## src/rtl/l1_ahb_mtx_pkg.sv

```systemverilog
// Shared AHB matrix encodings: transfer/burst/response codes, input-stage FSM states
// and the captured address-phase record.
package l1_ahb_mtx_pkg;

   localparam int unsigned AHB_ADDR_W = 32;
   localparam int unsigned AHB_DATA_W = 32;

   typedef enum logic [1:0] {
      HTRANS_IDLE   = 2'b00,
      HTRANS_BUSY   = 2'b01,
      HTRANS_NONSEQ = 2'b10,
      HTRANS_SEQ    = 2'b11
   } htrans_e;

   typedef enum logic [2:0] {
      HBURST_SINGLE = 3'b000,
      HBURST_INCR   = 3'b001,
      HBURST_WRAP4  = 3'b010,
      HBURST_INCR4  = 3'b011,
      HBURST_WRAP8  = 3'b100,
      HBURST_INCR8  = 3'b101,
      HBURST_WRAP16 = 3'b110,
      HBURST_INCR16 = 3'b111
   } hburst_e;

   typedef enum logic [1:0] {
      HRESP_OKAY  = 2'b00,
      HRESP_ERROR = 2'b01,
      HRESP_RETRY = 2'b10,
      HRESP_SPLIT = 2'b11
   } hresp_e;

   typedef enum logic [1:0] {
      ST_IDLE = 2'b00,
      ST_PEND = 2'b01,
      ST_DATA = 2'b10
   } mtx_state_e;

   typedef struct packed {
      logic [AHB_ADDR_W-1:0] addr;
      logic [AHB_ADDR_W-1:0] auser;
      logic [1:0]            trans;
      logic                  write;
      logic [2:0]            size;
      logic [2:0]            burst;
      logic [3:0]            prot;
      logic [3:0]            master;
      logic                  mastlock;
   } addr_ctrl_t;

   // A held SEQ beat loses its burst context once stalled, so it is reissued as a
   // standalone NONSEQ of an undefined-length INCR burst.
   function automatic addr_ctrl_t promote_held(input addr_ctrl_t c);
      addr_ctrl_t r;
      r = c;
      if (c.trans == HTRANS_SEQ) begin
         r.trans = HTRANS_NONSEQ;
         r.burst = HBURST_INCR;
      end
      return r;
   endfunction

endpackage

```

## src/rtl/l1_ahb_mtx_in_stg_if.sv

```systemverilog
// Signal bundle between an AHB master port, its matrix input stage and the
// output stages/decoder behind it.
interface l1_ahb_mtx_in_stg_if;
   import l1_ahb_mtx_pkg::*;

   logic                  HSELS;
   logic [AHB_ADDR_W-1:0] HADDRS;
   logic [AHB_ADDR_W-1:0] HAUSERS;
   logic [AHB_DATA_W-1:0] HWUSERS;
   logic [AHB_DATA_W-1:0] HWDATAS;
   logic [1:0]            HTRANSS;
   logic                  HWRITES;
   logic [2:0]            HSIZES;
   logic [2:0]            HBURSTS;
   logic [3:0]            HPROTS;
   logic [3:0]            HMASTERS;
   logic                  HMASTLOCKS;
   logic                  HREADYS;

   logic                  active_in;
   logic                  hready_in;
   logic                  readyout_in;
   logic [1:0]            resp_in;

   logic                  sel_in;
   logic [AHB_ADDR_W-1:0] addr_in;
   logic [AHB_ADDR_W-1:0] auser_in;
   logic [1:0]            trans_in;
   logic                  write_in;
   logic [2:0]            size_in;
   logic [2:0]            burst_in;
   logic [3:0]            prot_in;
   logic [3:0]            master_in;
   logic                  mastlock_in;
   logic [AHB_DATA_W-1:0] wdata_in;
   logic [AHB_DATA_W-1:0] wuser_in;
   logic                  held_tran_in;
   logic                  HREADYOUTS;
   logic [1:0]            HRESPS;

   modport slave (
      input  HSELS, HADDRS, HAUSERS, HWUSERS, HWDATAS, HTRANSS, HWRITES, HSIZES,
             HBURSTS, HPROTS, HMASTERS, HMASTLOCKS, HREADYS,
             active_in, hready_in, readyout_in, resp_in,
      output sel_in, addr_in, auser_in, trans_in, write_in, size_in, burst_in,
             prot_in, master_in, mastlock_in, wdata_in, wuser_in, held_tran_in,
             HREADYOUTS, HRESPS
   );

   modport master (
      output HSELS, HADDRS, HAUSERS, HWUSERS, HWDATAS, HTRANSS, HWRITES, HSIZES,
             HBURSTS, HPROTS, HMASTERS, HMASTLOCKS, HREADYS,
             active_in, hready_in, readyout_in, resp_in,
      input  sel_in, addr_in, auser_in, trans_in, write_in, size_in, burst_in,
             prot_in, master_in, mastlock_in, wdata_in, wuser_in, held_tran_in,
             HREADYOUTS, HRESPS
   );

endinterface

```

## src/rtl/l1_ahb_mtx_in_stg.sv

```systemverilog
// AHB matrix input stage: forwards a master's address phase to the output stages,
// holding it and stalling the master while the output stage has not granted it.
module l1_ahb_mtx_in_stg
   import l1_ahb_mtx_pkg::*;
(
   input  logic                HCLK,
   input  logic                HRESETn,
   l1_ahb_mtx_in_stg_if.slave  bus
);

   mtx_state_e state_q, state_d;
   addr_ctrl_t hold_q;
   addr_ctrl_t live_c;
   addr_ctrl_t out_c;
   logic       trans_req;
   logic       held_tran;
   logic       accept;
   logic       in_pend;
   logic       hold_load;

   always_comb begin
      live_c          = '0;
      live_c.addr     = bus.HADDRS;
      live_c.auser    = bus.HAUSERS;
      live_c.trans    = bus.HTRANSS;
      live_c.write    = bus.HWRITES;
      live_c.size     = bus.HSIZES;
      live_c.burst    = bus.HBURSTS;
      live_c.prot     = bus.HPROTS;
      live_c.master   = bus.HMASTERS;
      live_c.mastlock = bus.HMASTLOCKS;
   end

   assign in_pend   = (state_q == ST_PEND);
   assign trans_req = bus.HSELS & bus.HTRANSS[1] & bus.HREADYS;
   // Reset gating keeps a live request from reaching the output stages during reset.
   assign held_tran = HRESETn & (trans_req | in_pend);
   assign accept    = held_tran & bus.active_in & bus.hready_in;
   assign hold_load = trans_req & ~in_pend;

   always_ff @(posedge HCLK or negedge HRESETn) begin
      if (!HRESETn) begin
         state_q <= ST_IDLE;
         hold_q  <= '0;
      end else begin
         state_q <= state_d;
         if (hold_load) begin
            hold_q <= live_c;
         end
      end
   end

   always_comb begin
      state_d = state_q;
      case (state_q)
         ST_IDLE: begin
            if (trans_req) begin
               state_d = accept ? ST_DATA : ST_PEND;
            end
         end
         ST_PEND: begin
            if (accept) begin
               state_d = ST_DATA;
            end
         end
         ST_DATA: begin
            // Once the current data phase completes, the new address phase is
            // treated exactly as it would be from IDLE.
            if (bus.readyout_in) begin
               if (trans_req) begin
                  state_d = accept ? ST_DATA : ST_PEND;
               end else begin
                  state_d = ST_IDLE;
               end
            end
         end
         default: state_d = ST_IDLE;
      endcase
   end

   assign out_c = in_pend ? promote_held(hold_q) : live_c;

   assign bus.sel_in       = in_pend ? 1'b1 : bus.HSELS;
   assign bus.addr_in      = out_c.addr;
   assign bus.auser_in     = out_c.auser;
   assign bus.trans_in     = out_c.trans;
   assign bus.write_in     = out_c.write;
   assign bus.size_in      = out_c.size;
   assign bus.burst_in     = out_c.burst;
   assign bus.prot_in      = out_c.prot;
   assign bus.master_in    = out_c.master;
   assign bus.mastlock_in  = out_c.mastlock;
   assign bus.wdata_in     = bus.HWDATAS;
   assign bus.wuser_in     = bus.HWUSERS;
   assign bus.held_tran_in = held_tran;

   always_comb begin
      bus.HREADYOUTS = 1'b1;
      bus.HRESPS     = HRESP_OKAY;
      case (state_q)
         ST_PEND: bus.HREADYOUTS = 1'b0;
         ST_DATA: begin
            bus.HREADYOUTS = bus.readyout_in;
            bus.HRESPS     = bus.resp_in;
         end
         default: begin
            bus.HREADYOUTS = 1'b1;
            bus.HRESPS     = HRESP_OKAY;
         end
      endcase
   end

endmodule

```

## src/flat_wrapper.sv

```systemverilog
// flat-port wrapper written by rule: the top's interface ports become plain ports
module l1_ahb_mtx_in_stg_flat import l1_ahb_mtx_pkg::*;
  (HCLK, HRESETn, bus_HSELS, bus_HADDRS, bus_HAUSERS, bus_HWUSERS, bus_HWDATAS, bus_HTRANSS, bus_HWRITES, bus_HSIZES, bus_HBURSTS, bus_HPROTS, bus_HMASTERS, bus_HMASTLOCKS, bus_HREADYS, bus_active_in, bus_hready_in, bus_readyout_in, bus_resp_in, bus_sel_in, bus_addr_in, bus_auser_in, bus_trans_in, bus_write_in, bus_size_in, bus_burst_in, bus_prot_in, bus_master_in, bus_mastlock_in, bus_wdata_in, bus_wuser_in, bus_held_tran_in, bus_HREADYOUTS, bus_HRESPS);
  l1_ahb_mtx_in_stg_if bus_i ();
  input  logic HCLK;
  input  logic HRESETn;
  input wire logic [$bits(bus_i.HSELS)-1:0] bus_HSELS;
  input wire logic [$bits(bus_i.HADDRS)-1:0] bus_HADDRS;
  input wire logic [$bits(bus_i.HAUSERS)-1:0] bus_HAUSERS;
  input wire logic [$bits(bus_i.HWUSERS)-1:0] bus_HWUSERS;
  input wire logic [$bits(bus_i.HWDATAS)-1:0] bus_HWDATAS;
  input wire logic [$bits(bus_i.HTRANSS)-1:0] bus_HTRANSS;
  input wire logic [$bits(bus_i.HWRITES)-1:0] bus_HWRITES;
  input wire logic [$bits(bus_i.HSIZES)-1:0] bus_HSIZES;
  input wire logic [$bits(bus_i.HBURSTS)-1:0] bus_HBURSTS;
  input wire logic [$bits(bus_i.HPROTS)-1:0] bus_HPROTS;
  input wire logic [$bits(bus_i.HMASTERS)-1:0] bus_HMASTERS;
  input wire logic [$bits(bus_i.HMASTLOCKS)-1:0] bus_HMASTLOCKS;
  input wire logic [$bits(bus_i.HREADYS)-1:0] bus_HREADYS;
  input wire logic [$bits(bus_i.active_in)-1:0] bus_active_in;
  input wire logic [$bits(bus_i.hready_in)-1:0] bus_hready_in;
  input wire logic [$bits(bus_i.readyout_in)-1:0] bus_readyout_in;
  input wire logic [$bits(bus_i.resp_in)-1:0] bus_resp_in;
  output wire logic [$bits(bus_i.sel_in)-1:0] bus_sel_in;
  output wire logic [$bits(bus_i.addr_in)-1:0] bus_addr_in;
  output wire logic [$bits(bus_i.auser_in)-1:0] bus_auser_in;
  output wire logic [$bits(bus_i.trans_in)-1:0] bus_trans_in;
  output wire logic [$bits(bus_i.write_in)-1:0] bus_write_in;
  output wire logic [$bits(bus_i.size_in)-1:0] bus_size_in;
  output wire logic [$bits(bus_i.burst_in)-1:0] bus_burst_in;
  output wire logic [$bits(bus_i.prot_in)-1:0] bus_prot_in;
  output wire logic [$bits(bus_i.master_in)-1:0] bus_master_in;
  output wire logic [$bits(bus_i.mastlock_in)-1:0] bus_mastlock_in;
  output wire logic [$bits(bus_i.wdata_in)-1:0] bus_wdata_in;
  output wire logic [$bits(bus_i.wuser_in)-1:0] bus_wuser_in;
  output wire logic [$bits(bus_i.held_tran_in)-1:0] bus_held_tran_in;
  output wire logic [$bits(bus_i.HREADYOUTS)-1:0] bus_HREADYOUTS;
  output wire logic [$bits(bus_i.HRESPS)-1:0] bus_HRESPS;
  assign bus_i.HSELS = bus_HSELS;
  assign bus_i.HADDRS = bus_HADDRS;
  assign bus_i.HAUSERS = bus_HAUSERS;
  assign bus_i.HWUSERS = bus_HWUSERS;
  assign bus_i.HWDATAS = bus_HWDATAS;
  assign bus_i.HTRANSS = bus_HTRANSS;
  assign bus_i.HWRITES = bus_HWRITES;
  assign bus_i.HSIZES = bus_HSIZES;
  assign bus_i.HBURSTS = bus_HBURSTS;
  assign bus_i.HPROTS = bus_HPROTS;
  assign bus_i.HMASTERS = bus_HMASTERS;
  assign bus_i.HMASTLOCKS = bus_HMASTLOCKS;
  assign bus_i.HREADYS = bus_HREADYS;
  assign bus_i.active_in = bus_active_in;
  assign bus_i.hready_in = bus_hready_in;
  assign bus_i.readyout_in = bus_readyout_in;
  assign bus_i.resp_in = bus_resp_in;
  assign bus_sel_in = bus_i.sel_in;
  assign bus_addr_in = bus_i.addr_in;
  assign bus_auser_in = bus_i.auser_in;
  assign bus_trans_in = bus_i.trans_in;
  assign bus_write_in = bus_i.write_in;
  assign bus_size_in = bus_i.size_in;
  assign bus_burst_in = bus_i.burst_in;
  assign bus_prot_in = bus_i.prot_in;
  assign bus_master_in = bus_i.master_in;
  assign bus_mastlock_in = bus_i.mastlock_in;
  assign bus_wdata_in = bus_i.wdata_in;
  assign bus_wuser_in = bus_i.wuser_in;
  assign bus_held_tran_in = bus_i.held_tran_in;
  assign bus_HREADYOUTS = bus_i.HREADYOUTS;
  assign bus_HRESPS = bus_i.HRESPS;
  l1_ahb_mtx_in_stg u_core (.HCLK(HCLK), .HRESETn(HRESETn), .bus(bus_i));
endmodule
```

## config.mk

```make
export PLATFORM = sky130hd
export DESIGN_NAME = l1_ahb_mtx_in_stg_flat
export DESIGN_NICKNAME = d
export VERILOG_FILES = /design/src/rtl/l1_ahb_mtx_pkg.sv /design/src/rtl/l1_ahb_mtx_in_stg_if.sv /design/src/rtl/l1_ahb_mtx_in_stg.sv /design/src/flat_wrapper.sv
export SDC_FILE = /design/constraint.sdc
export NUM_CORES = 1
export LEC_CHECK = 0
export ABC_AREA = 0
export CAP_MARGIN = 20
export CORE_MARGIN = 5
export CORE_UTILIZATION = 38
export CTS_BUF_LIST = sky130_fd_sc_hd__clkbuf_4 sky130_fd_sc_hd__clkbuf_8
export CTS_CLUSTER_SIZE = 16
export DETAILED_ROUTE_END_ITERATION = 12
export PLACE_DENSITY = 0.84
export SLEW_MARGIN = 20
export SYNTH_ARGS = -nofsm -noshare
export SYNTH_HDL_FRONTEND = slang
export SYNTH_SLANG_ARGS = --single-unit
export TNS_END_PERCENT = 30
```

## constraint.sdc

```tcl
create_clock -name HCLK -period 1.75 [get_ports HCLK]
set_input_delay 0.175 -clock HCLK [delete_from_list [all_inputs] [get_ports HCLK]]
set_output_delay 0.175 -clock HCLK [all_outputs]
set_load 0.02 [all_outputs]
```

==> results of run 1 <==
-- power by group --
group          switching, µW  internal, µW
combinational           2150          2240
clock                    645           569
sequential               386          2590
total                   3180          5400
-- worst min path at each step --
stage | endpoint | depth (start not counted) | from
after floorplan | u_core.hold_q[0] | 0 | HRESETn
after global placement | u_core.hold_q[48] | 2 | HRESETn
after detailed placement | u_core.hold_q[50] | 2 | HRESETn
after CTS | bus_wdata_in[22] | 0 | bus_HWDATAS[22]
after global routing | bus_wuser_in[11] | 0 | bus_HWUSERS[11]
final | bus_wdata_in[0] | 0 | bus_HWDATAS[0]
-- layout by cell type (no fill, tap or decap) --
| cell type | count |
|---|---|
| sky130_fd_sc_hd__nand2_1 | 196 |
| sky130_fd_sc_hd__clkdlybuf4s50_1 | 89 |
| sky130_fd_sc_hd__dfrtp_1 | 84 |
| sky130_fd_sc_hd__mux2_2 | 68 |
| sky130_fd_sc_hd__buf_6 | 62 |
| sky130_fd_sc_hd__buf_4 | 39 |
| sky130_fd_sc_hd__nand2_2 | 32 |
| sky130_fd_sc_hd__mux2_1 | 12 |
| sky130_fd_sc_hd__nand2_4 | 10 |
| sky130_fd_sc_hd__clkbuf_8 | 10 |
| sky130_fd_sc_hd__buf_12 | 8 |
| sky130_fd_sc_hd__clkbuf_16 | 5 |
| sky130_fd_sc_hd__nand2b_1 | 3 |
| sky130_fd_sc_hd__and3_1 | 3 |
| sky130_fd_sc_hd__buf_2 | 3 |
| sky130_fd_sc_hd__a22o_1 | 2 |
| sky130_fd_sc_hd__clkbuf_4 | 2 |
| sky130_fd_sc_hd__nor2b_4 | 1 |
| sky130_fd_sc_hd__nand2b_4 | 1 |
| sky130_fd_sc_hd__o21ai_1 | 1 |
| sky130_fd_sc_hd__a21oi_1 | 1 |
| sky130_fd_sc_hd__inv_1 | 1 |
| sky130_fd_sc_hd__nor2_1 | 1 |
| sky130_fd_sc_hd__a21oi_2 | 1 |
| sky130_fd_sc_hd__inv_2 | 1 |
| sky130_fd_sc_hd__o21a_1 | 1 |
| sky130_fd_sc_hd__nand3_1 | 1 |
| sky130_fd_sc_hd__a21boi_2 | 1 |
| sky130_fd_sc_hd__nor2_8 | 1 |
| sky130_fd_sc_hd__mux2_4 | 1 |
| sky130_fd_sc_hd__or2_2 | 1 |
| sky130_fd_sc_hd__o221ai_1 | 1 |
| sky130_fd_sc_hd__a221oi_1 | 1 |
| sky130_fd_sc_hd__clkinvlp_4 | 1 |
| sky130_fd_sc_hd__clkinv_2 | 1 |
| sky130_fd_sc_hd__buf_16 | 1 |
| sky130_fd_sc_hd__dlygate4sd3_1 | 1 |
| sky130_fd_sc_hd__clkbuf_2 | 1 |
-- through the flow --
stage                     power, µW  cells  TNS, ns  worst slack, ns
after CTS                      8025    810   -1.618         -0.05751
after floorplan                5217    517        0           0.2620
after global routing           9113    817   -8.747          -0.1348
after detailed placement       6749    787   -12.76          -0.1163
after global placement         6617    787   -8.461          -0.1011
final                          8578    817  -0.7730         -0.03786
-- registers in the layout, summed over array words and instances, names as in the netlist --
register,flops
u_core.hold_q,82
u_core.state_q,2
-- cell families (layout without fill, tap and decap cells) --
group                  Yosys count  count (layout)  synth area share
AOI/OAI and AO/OA                9               9           0.01379
buffers and inverters           93             225            0.1402
DFF                             84              84            0.4454
muxes                           81              81            0.1933
and+or+nand+nor                250             250            0.2073
-- what timing repair did --
action | 4_1_cts | 5_1_grt
buffers inserted | 5 | 3
endpoints found under the hold margin | 84 | 0
pin swaps | 1 | 25
hold buffers | 1 | 0
endpoints found under the setup margin | 87 | 167
resized for setup | 427 | 129
cloned | 3 | 6
-- worst register-to-register path, delay by kind of cell, from the launching register on --
family / cells / cell delay (ns)
and+or+nand+nor: 2 / 0.29
buffers and inverters: 3 / 0.55
DFF: 1 / 0.41
muxes: 1 / 0.41
-- metal layers --
layer / vias up / global-route usage / routed length [µm]
met4: 0 / 0.06933 / 267
met2: 158 / 0.3192 / 7184
li1: 1844 / - / -
met5: - / 0 / 0
met1: 1846 / 0.2003 / 5634
met3: 24 / 0.05035 / 1177
-- final cells by class --
type                       count  share of cell area
timing repair buffer         209              0.3249
multi-input combinational    340              0.3121
sequential                    84              0.3070
tap                          168             0.03070
clock buffer                  12             0.02230
clock inverter                 2            0.001827
inverter                       2            0.001096
==> insert_results.sql, run 1 <==
INSERT INTO impl_metrics (metric_group, metric, value, unit) VALUES
('run_status', 'outcome', 'complete, but fails checks', ''),
('run_status', 'failing_checks', 'setup timing', ''),
('power_and_ir_drop', 'vdd.ir_drop.worst', '0.5850', 'mV'),
('logic_synthesis', 'synth-edff-count', '0', ''),
('floorplan', 'die_height', '121.4', 'µm'),
('grt', 'grt_pass1_vias', '4003', ''),
('critical_path', 'cp_data_required_time', '1.57', 'ns'),
('logic_synthesis', 'ys_top_cells_by_count', '238 x sky130_fd_sc_hd__nand2_1, 84 x sky130_fd_sc_hd__dfrtp_1, 69 x sky130_fd_sc_hd__mux2_2', ''),
('floorplan', 'coreArea', '12110', 'µm²'),
('logic_synthesis', 'post_synth_inst_count', '517', ''),
('sta', 'number_of_hold_violations_in_the_final_report', '0', ''),
('critical_path', 'timing.critical_path.from', 'u_core.state_q[1]', ''),
('floorplan', 'dieArea', '14750', 'µm²'),
('critical_path', 'cpLargestDelayFamily', 'buffers and inverters', ''),
('grt', 'grt_antenna_before_repair', '0', ''),
('cts', 'clock_tree_root_driver_cell', 'sky130_fd_sc_hd__clkbuf_8', ''),
('route', 'routed_wire_length_per_instance', '17.46', 'µm'),
('critical_path', 'timing.critical_path.cells', 'nor2b_4 -> buf_6 -> clkbuf_16 -> nand2_2 -> nand2_2 -> buf_6', ''),
('logic_synthesis', 'synth_fp_nets', '672', ''),
('finish', 'register_area', '2102', 'µm²'),
('cts', 'cts_tree', 'done', ''),
('sta', 'min_period', '1.788', 'ns'),
('logic_synthesis', 'synth_top_cell_by_area', 'sky130_fd_sc_hd__dfrtp_1', ''),
('logic_synthesis', 'synthTopCellsByArea', 'sky130_fd_sc_hd__dfrtp_1 45%, sky130_fd_sc_hd__nand2_1 19%, sky130_fd_sc_hd__mux2_2 16%, sky130_fd_sc_hd__buf_4 10%, sky130_fd_sc_hd__mux2_1 2.9%', ''),
('power_and_ir_drop', 'power_per_cell_area', '1253', 'nW/µm²'),
('floorplan', 'io_pins', '306', ''),
('route', 'initialDrtViolationCount', '149', ''),
('logic_synthesis', 'synth.yosys.warnings', '0', ''),
('finish', 'finish.utilization', '0.5653', ''),
('sta', 'layout_setup_ws', '-0.03786', 'ns'),
('critical_path', 'cell_count_of_the_worst_reg_to_reg_path', '6', ''),
('logic_synthesis', 'synth.most_common_cell', 'sky130_fd_sc_hd__nand2_1', ''),
('finish', 'synthToLayoutAreaGrowth', '45.07', '%'),
('placement', 'buffer_ports.inserted', '177', ''),
('critical_path', 'critical_path_buf_inv_count', '3', ''),
('critical_path', 'timing.critical_path.from_type', 'flip-flop', ''),
('critical_path', 'crit-reg2reg-capture', 'u_core.hold_q[32]', ''),
('finish', 'share_of_cells_above_drive_strength_1', '0.3867', ''),
('floorplan', 'floorplan.initialDensity', '0.3897', ''),
('critical_path', 'crit_path_end', 'bus_addr_in[21]', ''),
('logic_synthesis', 'share_of_the_synthesized_area_in_the_top_cell_type', '0.4454', ''),
('cts', 'cts-buffers-inserted', '9', ''),
('sta', 'slew-limit-headroom', '0.6384', ''),
('placement', 'routabilityCongestion', '0.7434', ''),
('critical_path', 'worst-path-stages', '6', ''),
('critical_path', 'critPathArrivalTime', '1.61', 'ns'),
('sta', 'setup_repair_after_global_routing_missed_its_margin', 'yes', ''),
('min_path', 'hp-class', 'input port to output port', ''),
('cts', 'cts_max_path_buffers', '2', ''),
('route', 'remaining_design_rule_violation_count', '0', ''),
('finish', 'multi_input_comb_area', '2137', 'µm²'),
('placement', 'dp.final_hpwl', '9624', 'µm'),
('sta', 'number_of_pins_with_negative_max_slew_slack_in_the_final_report', '0', ''),
('placement', 'post_dp_cell_area', '6255', 'µm²'),
('logic_synthesis', 'yosys_register_bits', '84', ''),
('logic_synthesis', 'seq_area_frac_synth', '0.4454', ''),
('critical_path', 'critical_path_peak_fanout', '5', ''),
('route', 'via_density', '4.739', ''),
('sta', 'finalSetupViolCount', '58', ''),
('critical_path', 'crit_path_max_incr_delay', '0.43', 'ns'),
('logic_synthesis', 'post_synth.cell_area_avg', '9.129', 'µm²'),
('critical_path', 'worstSetupEndpointType', 'output port', ''),
('run', 'drv_cap', '0', ''),
('route', 'finalWirelength', '14260', 'µm'),
('cts', 'clk_latency', '0.34', 'ns'),
('sta', 'top_achievable_clock_speed', '0.5593', 'GHz'),
('grt', 'grt_start_max_net_pins', '44', ''),
('sta', 'worst-slew-pin-transition', '0.5424', 'ns'),
('sta', 'timing.clock.skew', '0.004620', 'ns'),
('cts', 'cts.sinks', '84', ''),
('finish', 'n_fill_cell', '1030', '');
Note: power is estimated with default switching activity, not from simulation.
==> run 2, diff against run 1 <==
Settings changed: CTS_CLUSTER_SIZE 16 to not set.
==> results of run 2 <==
No change in the layout: final DEF, timing and power equal those of run 1.
